### src/rtl/instr_sequencer.sv
// Program-memory instruction source for the control unit: fetch, issue with a one-cycle run strobe, wait for done.
// Optional WATCHDOG_EN macro: WAIT times out into HALT with err set when done never arrives.
module instr_sequencer #(
    parameter int ADDR_W = 5,
    parameter int DEPTH  = 32,
    parameter int IW     = 9
) (
    input  logic              clock,
    input  logic              resetn,
    input  logic              load_we,
    input  logic [ADDR_W-1:0] load_addr,
    input  logic [IW-1:0]     load_data,
    input  logic              start,
    input  logic              done,
    output logic [IW-1:0]     iin,
    output logic [IW-1:0]     din,
    output logic              run,
    output logic              busy,
    output logic              halted,
    output logic [ADDR_W-1:0] pc,
    output logic [7:0]        instr_count,
    output logic              err
);
    typedef enum logic [2:0] {S_IDLE, S_FETCH, S_ISSUE, S_WAIT, S_HALT} state_t;

    localparam logic [2:0] OP_MVI  = 3'b001;
    localparam logic [2:0] OP_HALT = 3'b111;

    state_t            state;
    logic [IW-1:0]     mem [DEPTH];
    logic [IW-1:0]     word;
    logic [IW-1:0]     word_next;
    logic [ADDR_W-1:0] pc_inc1;
    logic [ADDR_W-1:0] pc_inc2;
    logic [2:0]        opcode;

    // pc arithmetic wraps naturally at ADDR_W bits, so mvi at the last word reads its immediate from 0
    assign pc_inc1   = pc + ADDR_W'(1);
    assign pc_inc2   = pc + ADDR_W'(2);
    assign word      = mem[pc];
    assign word_next = mem[pc_inc1];
    assign opcode    = word[IW-1:IW-3];

    always_ff @(posedge clock) begin
        if (load_we && (state == S_IDLE || state == S_HALT))
            mem[load_addr] <= load_data;
    end

`ifdef WATCHDOG_EN
    logic [2:0] wd;
`else
    assign err = 1'b0;
`endif

    always_ff @(posedge clock) begin
        if (!resetn) begin
            state       <= S_IDLE;
            iin         <= '0;
            din         <= '0;
            pc          <= '0;
            instr_count <= '0;
            run         <= 1'b0;
            busy        <= 1'b0;
            halted      <= 1'b0;
`ifdef WATCHDOG_EN
            err         <= 1'b0;
            wd          <= '0;
`endif
        end else begin
            run <= 1'b0;
            case (state)
                S_IDLE, S_HALT: begin
                    if (start) begin
                        pc          <= '0;
                        instr_count <= '0;
                        halted      <= 1'b0;
                        busy        <= 1'b1;
                        state       <= S_FETCH;
`ifdef WATCHDOG_EN
                        err         <= 1'b0;
`endif
                    end
                end
                S_FETCH: begin
                    if (opcode == OP_HALT) begin
                        busy   <= 1'b0;
                        halted <= 1'b1;
                        state  <= S_HALT;
                    end else begin
                        iin   <= word;
                        run   <= 1'b1;
                        state <= S_ISSUE;
                        if (opcode == OP_MVI) begin
                            din <= word_next;
                            pc  <= pc_inc2;
                        end else begin
                            din <= '0;
                            pc  <= pc_inc1;
                        end
                    end
                end
                S_ISSUE: begin
                    state <= S_WAIT;
`ifdef WATCHDOG_EN
                    wd    <= '0;
`endif
                end
                S_WAIT: begin
                    if (done) begin
                        if (instr_count != 8'hFF)
                            instr_count <= instr_count + 8'd1;
                        state <= S_FETCH;
                    end
`ifdef WATCHDOG_EN
                    // seventh silent WAIT cycle gives up on the control unit
                    else if (wd == 3'd6) begin
                        err    <= 1'b1;
                        halted <= 1'b1;
                        busy   <= 1'b0;
                        state  <= S_HALT;
                    end else begin
                        wd <= wd + 3'd1;
                    end
`endif
                end
                default: state <= S_IDLE;
            endcase
        end
    end
endmodule

### config.mk
export PLATFORM = sky130hd
export DESIGN_NAME = instr_sequencer
export DESIGN_NICKNAME = d
export VERILOG_FILES = /design/src/rtl/instr_sequencer.sv
export SDC_FILE = /design/constraint.sdc
export NUM_CORES = 1
export LEC_CHECK = 0
export CAP_MARGIN = 20
export CORE_MARGIN = 5
export CORE_UTILIZATION = 40
export CTS_CLUSTER_DIAMETER = 80
export DETAILED_ROUTE_END_ITERATION = 6
export PLACE_DENSITY_LB_ADDON = 0.2
export SLEW_MARGIN = 20
export SYNTH_ARGS = -nofsm -noshare
export SYNTH_HDL_FRONTEND = slang
export SYNTH_SLANG_ARGS = --single-unit
### constraint.sdc
create_clock -name clock -period 2.81 [get_ports clock]
set_input_delay 0.562 -clock clock [delete_from_list [all_inputs] [get_ports clock]]
set_output_delay 0.562 -clock clock [all_outputs]
set_load 0.1 [all_outputs]
==> flow_summary_export.csv <==
group,metric,value,unit
placed_design,place_congestion,0.851,
flow_run,cap_violations,0,
outcome,run_status,"finished, violations left",
worst_setup_path,cp_max_fo,6,
pwr,pwr-share-clk,40.5,%
synthesis,synth_edf_count,288,
synthesis,yosys_warnings,0,
drt,vias,8609,
synthesis,synth.cell_area,15200,µm²
clocking,cts_hold_buf,0,
clocking,cts_tree,"yes",
synthesis,synth.distinct_cells,54,
pwr,powerDensity,627,nW/µm²
synthesis,ys_seq_area_share,62.6,%
worst_setup_path,rr_endpoint,"pc[4]",
final_layout,multi_input_area,5500,µm²
synthesis,async_flop_share,0,%
synthesis,synthCells,769,
clocking,clk_pin_slew_worst_paths,0.06,ns
pwr,p_seq_share,47.4,%
sta,rsz0062_at_grt,"true",
pwr,power_switching,2.68,mW
placed_design,placed_cells,1383,
placed_design,io_buffer_count,52,
hold_path,hold_end,"busy",
pwr,combPwrFrac,12.1,%
worst_setup_path,cp.required,3.25,ns
floorplan,die_y,205,µm
drt,firstDrtPassIters,5,
clocking,clk_latency,0.53,ns
worst_setup_path,start_kind,"flop",
sta,drv_slew,0,
sta,layout_setup_ws,-0.0436,ns
sta,worstMarginPinSlew,0.558,ns
synthesis,yosys_most_used_dff,"edfxtp_1",
floorplan,core,37600,µm²
placed_design,post-dp-hpwl,28000,µm
pwr,swShare,23.4,%
floorplan,io_pins,54,
clocking,cts_made_buffers,35,
floorplan,fp-row-count,71,
sta,setup_viol,5,
floorplan,die_x,205,µm
global_route,first_global_vias,8910,
worst_setup_path,r2r_cells,8,
worst_setup_path,cp.arrival,3.30,ns
drt,wl_per_cell,27.7,µm
synthesis,ys_top_cells_by_area,"edfxtp_1 (57%), mux4_2 (24%), dfxtp_1 (5.5%), mux4_1 (2.4%), mux2i_1 (1.4%)",
drt,ant_nets,0,
hold_path,worstHoldStart,"busy",
drt,viasPerCell,5.92,
sta,finalHoldViolCount,0,
sta,finClkSkew,0.0108,ns
pwr,p_int,8.77,mW
hold_path,whs_path_depth,2,
global_route,overflow,0,
clocking,cts.path.max_buffers,3,
sta,min_period_over_period,102,%
global_route,grt_util_all_layers,19.6,%
final_layout,seq_area,9510,µm²
sta,fmaxAchievable,350,MHz
synthesis,synth.avg_cell_area,19.7,µm²
outcome,violations,"negative setup slack",
drt,post-route-drc-count,0,
hold_path,hold_class,"reg2reg",
sta,max_slew_margin,62.7,%
synthesis,syn_nets,791,
sta,finalSetupTns,-0.0870,ns
pwr,ir_drop,0.343,mV
worst_setup_path,regToRegSetupSlack,-0.04,ns
final_layout,area_growth,20.3,%
final_layout,antenna_cells,0,
global_route,grt_start_max_net_pins,79,
pwr,totalPowerFinal,11.4,mW
final_layout,layoutNonFillerInstCount,1453,
synthesis,yosysTopAreaCellShare,57.0,%
synthesis,synth_area_leader_cell,"edfxtp_1",
clocking,h-tree-depth,2,
drt,drt-total-wl,40300,µm
final_layout,nFillCells,3056,
global_route,grt_first_pass_wirelength,60300,µm
sta,period_needed,2.85,ns
sta,hold_slack,0.480,ns
clocking,clock-sinks,330,
global_route,antenna_found_initial,0,
worst_setup_path,crit_type,"reg2reg",
floorplan,die_area,41900,µm²
drt,first_iter_violations,805,
final_layout,finalNetCount,938,
worst_setup_path,cp-end-kind,"flop",
final_layout,drive_above_1_share,41.6,%
clocking,cts_root_buf,"clkbuf_16",
floorplan,start_util,40.3,%
synthesis,synth-seq-cells,330,
pwr,p_leak,5.86,nW
-- worst max-delay path by stage --
stage / from / end / slack [ns] / cells after the start
floorplan: flop / flop / 0.01 / 8
global placement: flop / pc[4] / -0.09 / 8
detailed placement: flop / pc[4] / -0.09 / 8
CTS: flop / flop / -0.02 / 9
global route: flop / pc[4] / -0.10 / 8
finish: flop / pc[4] / -0.04 / 8
-- synth_stat cells (3+ instances only) --
cell and instances:
nand2_1 25, buf_2 10, nor2b_1 7, nand3b_1 5, nor3b_1 3, o21a_1 3
dfxtp_1 42, mux2i_1 21, nand4_1 6, a31oi_1 3, or3_1 3, mux4_2 164
nor2_1 49, o22ai_1 4, inv_1 6, ha_1 3, mux4_1 14, xor2_1 5
nand3_1 10, clkbuf_1 24, buf_1 11, a21oi_1 7, edfxtp_1 288, xnor2_1 3
o21ai_0 3, o2bb2ai_1 9, o211a_1 6
-- worst max-delay path: stages (launching register included) --
cell and delay, ns:
dfxtp_4 0.42, buf_12 0.13, mux4_2 0.48, mux4_2 0.55
mux2_4 0.33, a211oi_4 0.22, buf_6 0.17, mux2_4 0.32
o22ai_2 0.16
-- cell usage in the layout (no fill, tap or decap), types with 4 or more instances in the layout --
cell type | Yosys | routed
edfxtp_1 | 288 | 288
mux4_2 | 164 | 170
buf_4 | 2 | 123
nor2_1 | 49 | 49
dfxtp_1 | 42 | 36
clkbuf_16 | 0 | 36
nand2_1 | 25 | 24
mux2i_1 | 21 | 21
clkdlybuf4s50_1 | 0 | 18
buf_12 | 1 | 12
nand3_1 | 10 | 10
clkbuf_1 | 24 | 9
mux4_1 | 14 | 8
a21oi_1 | 7 | 7
nand4_1 | 6 | 6
inv_1 | 6 | 6
nor2b_1 | 7 | 6
o211a_1 | 6 | 6
nand3b_1 | 5 | 5
o2bb2ai_1 | 9 | 5
clkinv_1 | 0 | 5
buf_6 | 2 | 5
o2bb2ai_2 | 0 | 4
xor2_1 | 5 | 4
dfxtp_4 | 0 | 4
bufinv_16 | 0 | 4
-- layer usage --
layer  track usage, %  part of all wire, %  vias up
met3             3.74                  8.0       51
li1                 -                    -     3585
met4             4.38                  1.9        0
met5                0                    0        -
met1             27.8                   41     4558
met2             31.8                   49      415
-- cell families after synthesis --
family / after synthesis / synth area share, %
xor gates and xnor gates: 8 / 0.462
DFF: 330 / 62.6
muxes: 203 / 28.5
and+or+nand+nor: 120 / 3.97
other: 1 / 0.0247
adders and majority gates: 3 / 0.248
buffers and inverters: 56 / 1.72
AOI/OAI and AO/OA: 48 / 2.46
-- metrics by stage --
stage               setup WS, ns  instance area (µm²)  utilization [%]
floorplan                 0.0106                15200                -
global placement         -0.0866                17000             45.2
detailed placement       -0.0860                17000             45.2
CTS                      -0.0167                18200             48.4
global route              -0.101                18200             48.6
finish                   -0.0436                18200             48.6
-- final cells by class --
| cell class | instances | share of cell area (%) |
|---|---|---|
| clock buffers | 46 | 5.20 |
| clock inverters | 17 | 1.10 |
| inverters | 6 | 0.123 |
| multi-input cells | 384 | 30.1 |
| flip-flops and latches | 330 | 52.1 |
| well taps | 511 | 3.50 |
| repair buffers | 159 | 7.82 |
-- sequential cells by signal, summed over array words and instances, names as in the netlist, 3 cells and up, named ones only --
signal,flops
din,9
mem,288
iin,9
pc,5
instr_count,8
state,3
-- repair_timing --
item	4_1_cts	5_1_grt
buffers inserted	2	2
cloned	2	1
pin swaps	2	0
gates resized for setup	13	11
setup endpoints to repair	22	25
-- power by group through the flow --
stage	Combinational [mW]	Clock, mW	Sequential (mW)
after floorplan	0.739	0	5.66
after global placement	1.34	0	5.53
after detailed placement	1.35	0	5.53
after CTS	1.38	4.74	5.42
after global routing	1.46	4.96	5.43
final	1.38	4.63	5.43
Power figures use the tool's default switching activity.
